File: config.mk
export PLATFORM = sky130hd
export DESIGN_NAME = tile_board_renderer
export DESIGN_NICKNAME = d
export VERILOG_FILES = /design/src/rtl/tile_board_renderer.sv
export SDC_FILE = /design/constraint.sdc
export NUM_CORES = 1
export LEC_CHECK = 0
export ABC_AREA = 1
export CAP_MARGIN = 40
export CORE_MARGIN = 2
export CORE_UTILIZATION = 54
export CTS_BUF_LIST = sky130_fd_sc_hd__clkbuf_8
export DETAILED_ROUTE_END_ITERATION = 10
export PLACE_DENSITY = 0.95
export SLEW_MARGIN = 15
export SYNTH_ARGS = -nofsm -noshare
export SYNTH_HDL_FRONTEND = slang
export SYNTH_SLANG_ARGS = --single-unit
File: constraint.sdc
create_clock -name clk -period 3.8 [get_ports clk]
set_clock_uncertainty 0.1 [all_clocks]
set_input_delay 0.76 -clock clk [delete_from_list [all_inputs] [get_ports clk]]
set_output_delay 0.76 -clock clk [all_outputs]
set_load 0.01 [all_outputs]
File: src/rtl/tile_board_renderer.sv
// Redraws a 4x4 board of 16x16-pixel tiles to a VGA pixel adapter, one tile at a time.
// Each tile word is fetched from a 2-cycle-latency RAM, latched, then rastered over 256 plot cycles.
module tile_board_renderer #(
    parameter int         X_ORIGIN        = 48,
    parameter int         Y_ORIGIN        = 28,
    parameter logic [2:0] FACEDOWN_COLOUR = 3'b111,
    parameter logic [2:0] CURSOR_COLOUR   = 3'b100
) (
    input  logic       clk,
    input  logic       reset,
    input  logic       start,
    output logic [3:0] rdAddr,
    input  logic [7:0] rdData,
    output logic [7:0] x,
    output logic [6:0] y,
    output logic [2:0] colour,
    output logic       plot,
    output logic       busy,
    output logic       done
);
    // state | meaning
    // IDLE  | waiting for start
    // ADDR  | present tile index on rdAddr
    // WAIT  | hold rdAddr while the RAM responds
    // LATCH | capture rdData into tileReg
    // DRAW  | 256 plot cycles, raster px fastest
    // DONE  | one-cycle done pulse
    typedef enum logic [2:0] {IDLE, ADDR, WAIT, LATCH, DRAW, DONE} state_t;

    localparam logic [7:0] XORG = 8'(X_ORIGIN);
    localparam logic [6:0] YORG = 7'(Y_ORIGIN);

    state_t     state, nextState;
    logic [3:0] tileCnt;
    logic [7:0] pixCnt;
    logic [7:0] tileReg;
    logic [3:0] px, py;
    logic       border;
    logic       unusedIdBits;

    assign px           = pixCnt[3:0];
    assign py           = pixCnt[7:4];
    assign border       = (px == 4'd0) || (px == 4'd15) || (py == 4'd0) || (py == 4'd15);
    assign unusedIdBits = ^tileReg[7:5];

    always_ff @(posedge clk or posedge reset) begin
        if (reset) state <= IDLE;
        else       state <= nextState;
    end

    always_ff @(posedge clk or posedge reset) begin
        if (reset) begin
            tileCnt <= 4'd0;
            pixCnt  <= 8'd0;
            tileReg <= 8'd0;
        end else begin
            case (state)
                IDLE: if (start) begin
                    tileCnt <= 4'd0;
                    pixCnt  <= 8'd0;
                end
                LATCH: begin
                    tileReg <= rdData;
                    pixCnt  <= 8'd0;
                end
                DRAW: begin
                    pixCnt <= pixCnt + 8'd1;
                    if (pixCnt == 8'd255 && tileCnt != 4'd15) tileCnt <= tileCnt + 4'd1;
                end
                default: ;
            endcase
        end
    end

    always_comb begin
        nextState = state;
        case (state)
            IDLE:  if (start) nextState = ADDR;
            ADDR:  nextState = WAIT;
            WAIT:  nextState = LATCH;
            LATCH: nextState = DRAW;
            DRAW:  if (pixCnt == 8'd255) nextState = (tileCnt == 4'd15) ? DONE : ADDR;
            DONE:  nextState = IDLE;
            default: nextState = IDLE;
        endcase
    end

    always_comb begin
        rdAddr = 4'd0;
        x      = 8'd0;
        y      = 7'd0;
        colour = 3'd0;
        plot   = 1'b0;
        busy   = (state != IDLE);
        done   = (state == DONE);
        case (state)
            ADDR, WAIT, LATCH: rdAddr = tileCnt;
            DRAW: begin
                plot = 1'b1;
                x    = XORG + {2'b00, tileCnt[1:0], 4'b0000} + {4'b0000, px};
                y    = YORG + {1'b0, tileCnt[3:2], 4'b0000} + {3'b000, py};
                if (tileReg[0] && border) colour = CURSOR_COLOUR;
                else if (tileReg[1])      colour = tileReg[4:2];
                else                      colour = FACEDOWN_COLOUR;
            end
            default: ;
        endcase
    end
endmodule

==> results list <==
- Across all hold checks on the routed design, the worst slack comes to 0.387 ns.
- By startpoint and endpoint, the worst setup path is classified as reg2out.
- The hold violation count in the final report was 0.
* Xor-xnor portion of the synthesized cell area: 0.00653
* Die Y: 53.8 um
* Placed cell count: 242
- Summing all multi-input logic gate instances after layout gives 716 sq um.
- The core region is 2410 sq um.
- Final period demand of the worst path: 2.99 ns
* Maximum number of pins on one net before global-route repair: 21
- For the pin with the worst max-slew slack, the measured transition is 0.759 ns.
- Element type at the critical path end: primary output
- The compound-cell area share of the yosys netlist is 0.108.
- CTS placed an instance of sky130_fd_sc_hd__clkbuf_8 at the clock tree root.
* Final slew viol count: 0
* Leak pwr: 0.775 nW
* Area share of and/or/nand/nor cells after synthesis: 0.351
* Number of buffers created by CTS: 3
- Post-detailed-route via-to-cell ratio: 5.17
- Max FO, Critical Path: 7
- For this run, the top clock speed supported by timing is 0.334 GHz.
- Synth-to-Final Area Change: 26.6%
* Die area: 2900 sq um
- DRT met1 WL: 1340 um
* Hold-fix buffers, CTS: 0
* Portion of total power attributed to the clock network: 0.162
- For this run, the slowest stage of the critical path takes 0.54 ns.
- Final worst-path setup slack: 0.809 ns
* Warnings, synthesis: 0
* WL met2: 1380 um
- Per-instance average area after synthesis: 7.25 sq um
- Highest metal layer used by the detailed router: met4
* Vias: 1267
* DRC marker count from the first detailed-route iteration: 40
- Cells resized by post-CTS repair: 0
- Summed instance area of the synthesized netlist: 1340 sq um
- TritonCTS built the clock tree.
- Number of diodes: 0
- Top Ports: 36
* Worst hold path type: reg2reg
- By area the synthesized netlist is led by sky130_fd_sc_hd__dfrtp_1 (37%), sky130_fd_sc_hd__nand2_1 (12%), sky130_fd_sc_hd__nor2_1 (9.5%).
- Initial standard-cell utilization of the core: 0.557
- The number of global-route vias before repair was 1078.
- DP Wirelength: 2170 um
* H-Tree Level Count: 1
- Clock sink total: 20
- Summed over all layers, the global routing overflow is 0.
* Total DRC errors in the routed layout: 0
* Required time worst endpoint: 2.94 ns
* GR Util All Layers: 0.220
- Cell type of the slowest stage on the worst timing path: sky130_fd_sc_hd__clkdlybuf4s50_1
* Max VDD drop: 0.350 mV
- Share of total power in combinational logic: 0.466
- Share of total power consumed by net switching: 0.430
- Final sum of negative setup slack: 0 ns
- Number of buffer cells added on primary ports: 31
- Global-route wire length before repair: 4620 um
- Summed over all instances, the cell type with the most area after synthesis is sky130_fd_sc_hd__dfrtp_1.
* Routed wirelength normalized by instance count: 11.8 um
- In this run the core area contains 18 standard-cell rows.
- Clock latency on the worst-skew pair, taken at its later pin, is 0.26 ns.
- Once the clock tree was built, the setup fixing pass inserted 0 buffers.
* Seq/Total Area, Yosys: 0.373
* First-pass iteration count of the detailed router: 4
- The cell that appears most often on the critical path is sky130_fd_sc_hd__nand2_1.
- The flow ran to the end, and the final reports show no timing, DRC or antenna violations.
- Clock-pin transition on the worst setup and hold timing paths: 0.07 ns
* Overall die width: 53.8 um
- Of the cells placed in the final design, the portion with a size suffix greater than 1 is 0.0930.
* Net Switching: 0.000371 W
- In this run the tightest slew margin relative to its limit is 0.493.
* Final Setup Violations: 0
- Power density cells: 508 nW/um^2
* Cell internal pwr: 0.000492 W
* CP Launch Type: flop
* Net count after synthesis: 203
- Global placer's final weighted congestion: 0.897
* Max Root-Sink Buffers: 2
- Counting flops and latches in the post-synthesis netlist gives 20.
* Post-route ant nets: 0
- The portion of synthesized area spent on multiplexers is 0.
* Number of different library cells in the post-synthesis netlist: 27
- Post-synthesis share of cell area spent on full adders, half adders and majority gates: 0.0653
* Part of the power in registers: 0.372
- The cell count after synthesis came out at 185.
* RSZ-0062 raised after global routing: false
* Number of non-filler instances in the completed layout: 245
* Aggregate routed wire length: 2880 um
* Antenna violations before repair: 0
- Max-cap violations in this run came to 0.
- Worst hold path depth: 2
- At the end of the flow, the number of nets in the layout was 235.
- Counting the fill cells in the layout gives 188.
- List of cells traversed by the critical path: inv_1 > ha_1 > nand3_1 > nand2_1 > o21ai_0 > nand2_1 > nor2_1 > clkdlybuf4s50_1
- Share of the synthesized area in the top cell type: 0.373
- Once layout is complete, the utilization of the core stands at 0.705.
- Period Utilization, post-route: 0.787
- CP Data Arrival Time: 2.13 ns
* Post-Place Worst Slack: 1.13 ns
- By area, the combinational part of the netlist is dominated by simple AND/OR/NAND/NOR gates.
- Worst R2R Path Depth: 8
- The sequential cells in the finished layout cover a total of 500 sq um.
* WL met3: 121 um
-- worst max-delay path: cells and delay by family (launching register included) --
family | cells | cell delay, ns
and+or+nand+nor | 4 | 0.36
buffers and inverters | 2 | 0.66
AOI/OAI and AO/OA | 1 | 0.25
DFF | 1 | 0.38
adders and majority gates | 1 | 0.22
-- stage by stage --
step	instance area, sq um	power, W
finish	1700	0.000863
global route	1700	0.000922
CTS	1700	0.000860
detailed placement	1660	0.000725
global placement	1660	0.000714
floorplan	1340	0.000594
-- final cells by class --
cell class	count	share of cell area
Inverter	24	0.0545
Multi-Input combinational cell	137	0.422
Timing Repair Buffer	31	0.183
Sequential cell	20	0.295
Clock buffer	3	0.0243
Tap cell	30	0.0221
-- cell usage in the layout, fill, tap and decap left out, types with 3 or more instances in the layout --
master / Yosys / routed
sky130_fd_sc_hd__o21ai_0: 5 / 5
sky130_fd_sc_hd__nor2_1: 34 / 34
sky130_fd_sc_hd__o21ai_1: 8 / 8
sky130_fd_sc_hd__ha_1: 7 / 7
sky130_fd_sc_hd__clkdlybuf4s50_1: 0 / 31
sky130_fd_sc_hd__clkbuf_8: 0 / 3
sky130_fd_sc_hd__nand4_1: 3 / 3
sky130_fd_sc_hd__a21oi_1: 6 / 6
sky130_fd_sc_hd__nand2_2: 4 / 4
sky130_fd_sc_hd__inv_1: 21 / 21
sky130_fd_sc_hd__nand3_1: 11 / 11
sky130_fd_sc_hd__nor3_1: 3 / 3
sky130_fd_sc_hd__nand2_1: 44 / 44
sky130_fd_sc_hd__dfrtp_1: 20 / 20
-- flip-flops by register name (all words and copies together) (netlist names) --
signal   count
tileCnt      4
state        3
pixCnt       8
tileReg      5
-- worst paths after layout --
check                                start         end  slack, ns
worst max-delay path             pixCnt[6]   colour[0]       0.81
worst min-delay path            tileReg[0]  tileReg[0]       0.39
worst max register to register   pixCnt[0]  tileCnt[3]       2.27
worst min register to register  tileReg[0]  tileReg[0]       0.39
max in group asynchronous            reset   pixCnt[4]       2.29
min in group asynchronous            reset  tileCnt[0]       0.83
-- cells by family after synthesis --
group                    after synthesis
AO/OA/AOI/OAI                         23
XOR/XNOR                               1
adder cells (fa/ha/maj)                7
buffers and inverters                 28
flip-flops                            20
other                                  1
AND/OR/NAND/NOR                      105
-- synth_stat cells (all sizes together) --
master and n:
o211ai 1, nand2 49, nand4 3, o22ai 1, buf 4, o21ai 13, ha 7, inv 24
dfrtp 20, nand3 13, a21oi 8, conb 1, xnor2 1, nor2 37, nor3 3
-- power by group through the flow --
stage / logic, W / registers [W] / clock network (W)
floorplan: 0.000279 / 0.000315 / 0
global placement: 0.000391 / 0.000323 / 0
detailed placement: 0.000400 / 0.000325 / 0
CTS: 0.000402 / 0.000321 / 0.000137
global route: 0.000449 / 0.000327 / 0.000146
finish: 0.000402 / 0.000321 / 0.000139
-- per-layer routing --
metal	vias to the layer above	track usage
met3	5	0.0333
met1	579	0.306
li1	642	-
met2	41	0.350
met4	0	0.0769
met5	-	0
No activity file was read; power rests on OpenSTA's default activity.
